--- src/rtl/uart_rx.sv ---
// 8N1 UART receiver: 4x oversampling, two-flop input synchroniser, one-cycle
// byte / framing-error strobes feeding the hex command parser.
module uart_rx #(
    parameter int CLK_DIV = 108
) (
    input  logic       clk,
    input  logic       rst,
    input  logic       rx,
    output logic       rx_byte_en,
    output logic [7:0] rx_byte,
    output logic       frame_err,
    output logic       rx_busy
);
    localparam int DW = (CLK_DIV > 2) ? $clog2(CLK_DIV) : 1;

    typedef enum logic [2:0] {IDLE, START, DATA, STOP, WAITHI} state_t;

    state_t       state, state_nxt;
    logic         rx_m, rx_s;
    logic [DW-1:0] div_cnt;
    logic         tick;
    logic [1:0]   phase, phase_nxt;
    logic [2:0]   bitcnt, bitcnt_nxt;
    logic [7:0]   shreg, shreg_nxt, byte_nxt;
    logic         en_nxt, err_nxt;

    assign tick = (div_cnt == DW'(CLK_DIV - 1));

    always_ff @(posedge clk) begin
        if (rst) begin
            state <= IDLE;
        end else begin
            state <= state_nxt;
        end
    end

    always_ff @(posedge clk) begin
        if (rst) begin
            rx_m       <= 1'b1;
            rx_s       <= 1'b1;
            div_cnt    <= '0;
            phase      <= '0;
            bitcnt     <= '0;
            shreg      <= '0;
            rx_byte    <= '0;
            rx_byte_en <= 1'b0;
            frame_err  <= 1'b0;
            rx_busy    <= 1'b0;
        end else begin
            rx_m       <= rx;
            rx_s       <= rx_m;
            div_cnt    <= tick ? '0 : div_cnt + DW'(1);
            phase      <= phase_nxt;
            bitcnt     <= bitcnt_nxt;
            shreg      <= shreg_nxt;
            rx_byte    <= byte_nxt;
            rx_byte_en <= en_nxt;
            frame_err  <= err_nxt;
            rx_busy    <= (state != IDLE);
        end
    end

    always_comb begin
        state_nxt  = state;
        phase_nxt  = phase;
        bitcnt_nxt = bitcnt;
        shreg_nxt  = shreg;
        byte_nxt   = rx_byte;
        en_nxt     = 1'b0;
        err_nxt    = 1'b0;
        if (tick) begin
            case (state)
                IDLE: begin
                    if (!rx_s) begin
                        state_nxt = START;
                        phase_nxt = 2'd0;
                    end
                end
                START: begin
                    // Second look at the start bit near mid-bit filters glitches.
                    if (phase == 2'd0) begin
                        phase_nxt = 2'd1;
                    end else if (!rx_s) begin
                        state_nxt  = DATA;
                        phase_nxt  = 2'd0;
                        bitcnt_nxt = 3'd0;
                    end else begin
                        state_nxt = IDLE;
                    end
                end
                DATA: begin
                    phase_nxt = phase + 2'd1;
                    if (phase == 2'd3) begin
                        shreg_nxt  = {rx_s, shreg[7:1]};
                        bitcnt_nxt = bitcnt + 3'd1;
                        if (bitcnt == 3'd7) begin
                            state_nxt = STOP;
                            phase_nxt = 2'd0;
                        end
                    end
                end
                STOP: begin
                    phase_nxt = phase + 2'd1;
                    if (phase == 2'd3) begin
                        if (rx_s) begin
                            byte_nxt  = shreg;
                            en_nxt    = 1'b1;
                            state_nxt = IDLE;
                        end else begin
                            err_nxt   = 1'b1;
                            state_nxt = WAITHI;
                        end
                    end
                end
                WAITHI: begin
                    // Hold here through a break so it is not decoded as 0x00 frames.
                    if (rx_s) state_nxt = IDLE;
                end
                default: state_nxt = IDLE;
            endcase
        end
    end
endmodule

--- config.mk ---
export PLATFORM = sky130hd
export DESIGN_NAME = uart_rx
export DESIGN_NICKNAME = d
export VERILOG_FILES = /design/src/rtl/uart_rx.sv
export SDC_FILE = /design/constraint.sdc
export NUM_CORES = 1
export LEC_CHECK = 0
export CAP_MARGIN = 10
export CORE_AREA = 2 2 65 67
export CTS_CLUSTER_SIZE = 8
export DETAILED_ROUTE_END_ITERATION = 10
export DIE_AREA = 0 0 67 69
export DONT_BUFFER_PORTS = 1
export SETUP_SLACK_MARGIN = 0.2
export SLEW_MARGIN = 20
export SYNTH_ARGS = -nofsm -noshare
export SYNTH_HDL_FRONTEND = slang
export SYNTH_SLANG_ARGS = --single-unit
--- constraint.sdc ---
create_clock -name clk -period 2.5 [get_ports clk]
set_input_delay 0.5 -clock clk [delete_from_list [all_inputs] [get_ports clk]]
set_output_delay 0.5 -clock clk [all_outputs]
set_load 0.05 [all_outputs]
==> impl_metrics.csv <==
group,metric,value,unit
synthesis,synth-edff-count,0,
cells_and_area,drive_above_1_share,0.110,
setup_path,worstSetupEndpointType,"flop",
floorplan,rows,23,
timing,period_needed,1.98,ns
setup_path,required,2.74,ns
synthesis,synth_ff_type,"dfxtp_1",
synthesis,yosys_warnings,0,
floorplan,dieArea,0.00462,sq mm
timing,worst_pin_slew,0.625,ns
cells_and_area,nFillCells,393,
drt,ant_nets,0,
outcome,outcome,"finished, final reports clean",
cells_and_area,final_area,0.00168,sq mm
setup_path,cpLargestDelayFamily,"simple AND/OR/NAND/NOR gates",
pwr,power_density,656,mW/mm^2
clocking,cts_inserted_buffers,5,
timing,slew_headroom,0.582,
place,dp_slack,0.563,ns
floorplan,initial_core_util,0.400,
timing,rsz0062_at_grt,"no",
timing,hold_viol,0,
synthesis,syn_inst,155,
drt,first_pass_iters,4,
global_route,grt_pass1_wl,4690,um
drt,wire_per_inst,13.2,um
clocking,cts_resized,0,
timing,setup_viol,0,
global_route,grt_max_degree,32,
cells_and_area,syn2layout_area_growth,7.68,%
global_route,first_global_vias,1042,
floorplan,io_pins,14,
place,dp_hpwl,1800,um
drt,drc,0,
flow_run,drv_cap,0,
setup_path,path_max_fanout,12,
global_route,grt_remaining_overflow,0,
timing,tns,0,ns
setup_path,path_buf_inv,0,
clocking,postCtsSetupBuffers,0,
timing,finalWorstSetupSlack,0.521,ns
drt,num_vias,1072,
clocking,holdBufCountCts,0,
cells_and_area,num_antenna_cells,0,
synthesis,synth_seq_area_share,0.461,
floorplan,die_x,67,um
clocking,clkTransAtPathRegs,0.07,ns
setup_path,critPathSlowestCell,"dfxtp_1",
floorplan,core_area,0.00391,sq mm
synthesis,syn_area_per_cell,10.1,sq um
timing,min_period_over_period,0.792,
clocking,cts_buffer_depth,2,
clocking,cts_sinks,36,
synthesis,ys_seq_elements,36,
synthesis,ys_types,42,
clocking,insertion_delay,0.29,ns
global_route,grt_usage,0.132,
cells_and_area,seq_area,721,sq um
place,globalplace.congestion,0.868,
clocking,cts-root-buf,"clkbuf_8",
setup_path,path_class,"flop to flop",
pwr,p_leak,0.739,nW
timing,skew,0.00497,ns
clocking,cts-htree-levels,2,
drt,drtIter0Drc,77,
pwr,peakVddDrop,0.363,mV
timing,maxSlewViolCount,0,
synthesis,syn_area,0.00156,sq mm
synthesis,postSynth.asyncResetShare,0,
cells_and_area,num-nets-final,162,
global_route,antenna_found_initial,0,
timing,fmax,505,MHz
pwr,fin_total_pwr,1.10,mW
setup_path,crit_path_max_incr_delay,0.55,ns
floorplan,die_h,69,um
place,post_dp_cell_area,0.00157,sq mm
cells_and_area,multiInputGateArea,767,sq um
setup_path,startpoint_type,"flop",
synthesis,synth_nets,163,
setup_path,path_cells,"nor3b_1, nand4_1, nor2_2, mux2_4",
setup_path,critical_path_arrival,2.22,ns
place,port-buffer-count,0,
drt,drt_wl_total,2700,um
clocking,cts_tree,"built",
worst_hold_path,hold_class,"input port to flop",
drt,via_per_inst,5.23,
sequential cells by signal (all words and copies together), names as in the netlist:
name        count
rx_s            1
rx_byte         8
shreg           8
rx_m            1
bitcnt          3
rx_busy         1
frame_err       1
rx_byte_en      1
state           3
phase           2
div_cnt         7
cells in the final DEF (no fill, tap or decap), drive strengths merged, types with 2 or more instances in the layout:
| cell | Yosys | final |
|---|---|---|
| dfxtp | 36 | 36 |
| mux2i | 16 | 16 |
| inv | 6 | 6 |
| or2 | 2 | 2 |
| ha | 5 | 5 |
| a311o | 2 | 2 |
| mux2 | 2 | 2 |
| nand2b | 2 | 2 |
| clkbuf | 3 | 5 |
| and2 | 2 | 2 |
| a22o | 2 | 2 |
| nand3 | 4 | 4 |
| o31ai | 2 | 2 |
| a311oi | 2 | 2 |
| nand3b | 2 | 2 |
| nand4 | 4 | 4 |
| nor2 | 29 | 29 |
| nand2 | 6 | 6 |
| xor2 | 4 | 4 |
| a21oi | 3 | 3 |
worst reg2reg max path, cell delays in order (launching register included):
cell and delay, ns:
dfxtp_1 0.55, nor3b_1 0.32, nand4_1 0.55, nor2_2 0.32
mux2_4 0.18
per-stage QoR:
stage,hold WS [ns],utilization,cells
after floorplan,0.389,-,155
after global placement,0.395,0.402,197
after detailed placement,0.398,0.402,197
after CTS,0.256,0.430,205
after global routing,0.254,0.430,205
final,0.268,0.430,205
layer usage:
metal | GRT usage | routed length, um | vias to the layer above | share of wire
li1 | - | - | 538 | -
met1 | 0.161 | 1240 | 501 | 0.46
met2 | 0.196 | 1220 | 26 | 0.45
met3 | 0.0571 | 178 | 7 | 0.066
met4 | 0.0680 | 63 | 0 | 0.023
met5 | 0 | 0 | - | 0
report_power, final:
part | leakage (nW) | total (mW) | internal (mW) | switching (mW)
Clock | 0.0541 | 0.505 | 0.295 | 0.210
Sequential | 0.291 | 0.585 | 0.579 | 0.00626
Combinational | 0.394 | 0.0148 | 0.00756 | 0.00727
Total | 0.739 | 1.10 | 0.881 | 0.224
cells in the mapped netlist (all sizes together) (2+ instances only):
cell	n	share of area
mux2	2	0.017
or2	2	0.0080
nand3	4	0.013
a22o	2	0.011
and2	2	0.0096
nand2	6	0.014
nor2	29	0.071
nand4	4	0.016
o31ai	2	0.0096
nand3b	2	0.0096
a21oi	3	0.0096
dfxtp	36	0.46
nand2b	2	0.0080
xor2	4	0.022
ha	5	0.040
buf	5	0.027
a311oi	2	0.011
inv	6	0.014
clkbuf	3	0.0072
a311o	2	0.013
mux2i	16	0.10
final cells by class:
class / count / share of cell area
Multi-Input combinational cell: 105 / 0.455
Sequential cell: 36 / 0.428
Clock buffer: 5 / 0.0409
Tap cell: 50 / 0.0371
Clock inverter: 3 / 0.0253
Inverter: 6 / 0.0134
final timing paths:
| path | slack [ns] | startpoint | endpoint | cells after the start |
|---|---|---|---|---|
| setup / recovery | 0.52 | state[1] | bitcnt[0] | 4 |
| hold / removal | 0.27 | rst | phase[0] | 1 |
| setup reg to reg | 0.52 | state[1] | bitcnt[0] | 4 |
| hold reg to reg | 0.42 | rx_m | rx_s | 1 |
cells by family after synthesis:
kind of cell | share of synthesized area
adders and majority gates | 0.0400
buffers and inverters | 0.0488
and+or+nand+nor | 0.194
muxes | 0.119
DFF | 0.461
xor gates and xnor gates | 0.0280
AOI/OAI and AO/OA | 0.110
(Power assumes the default switching activity.)
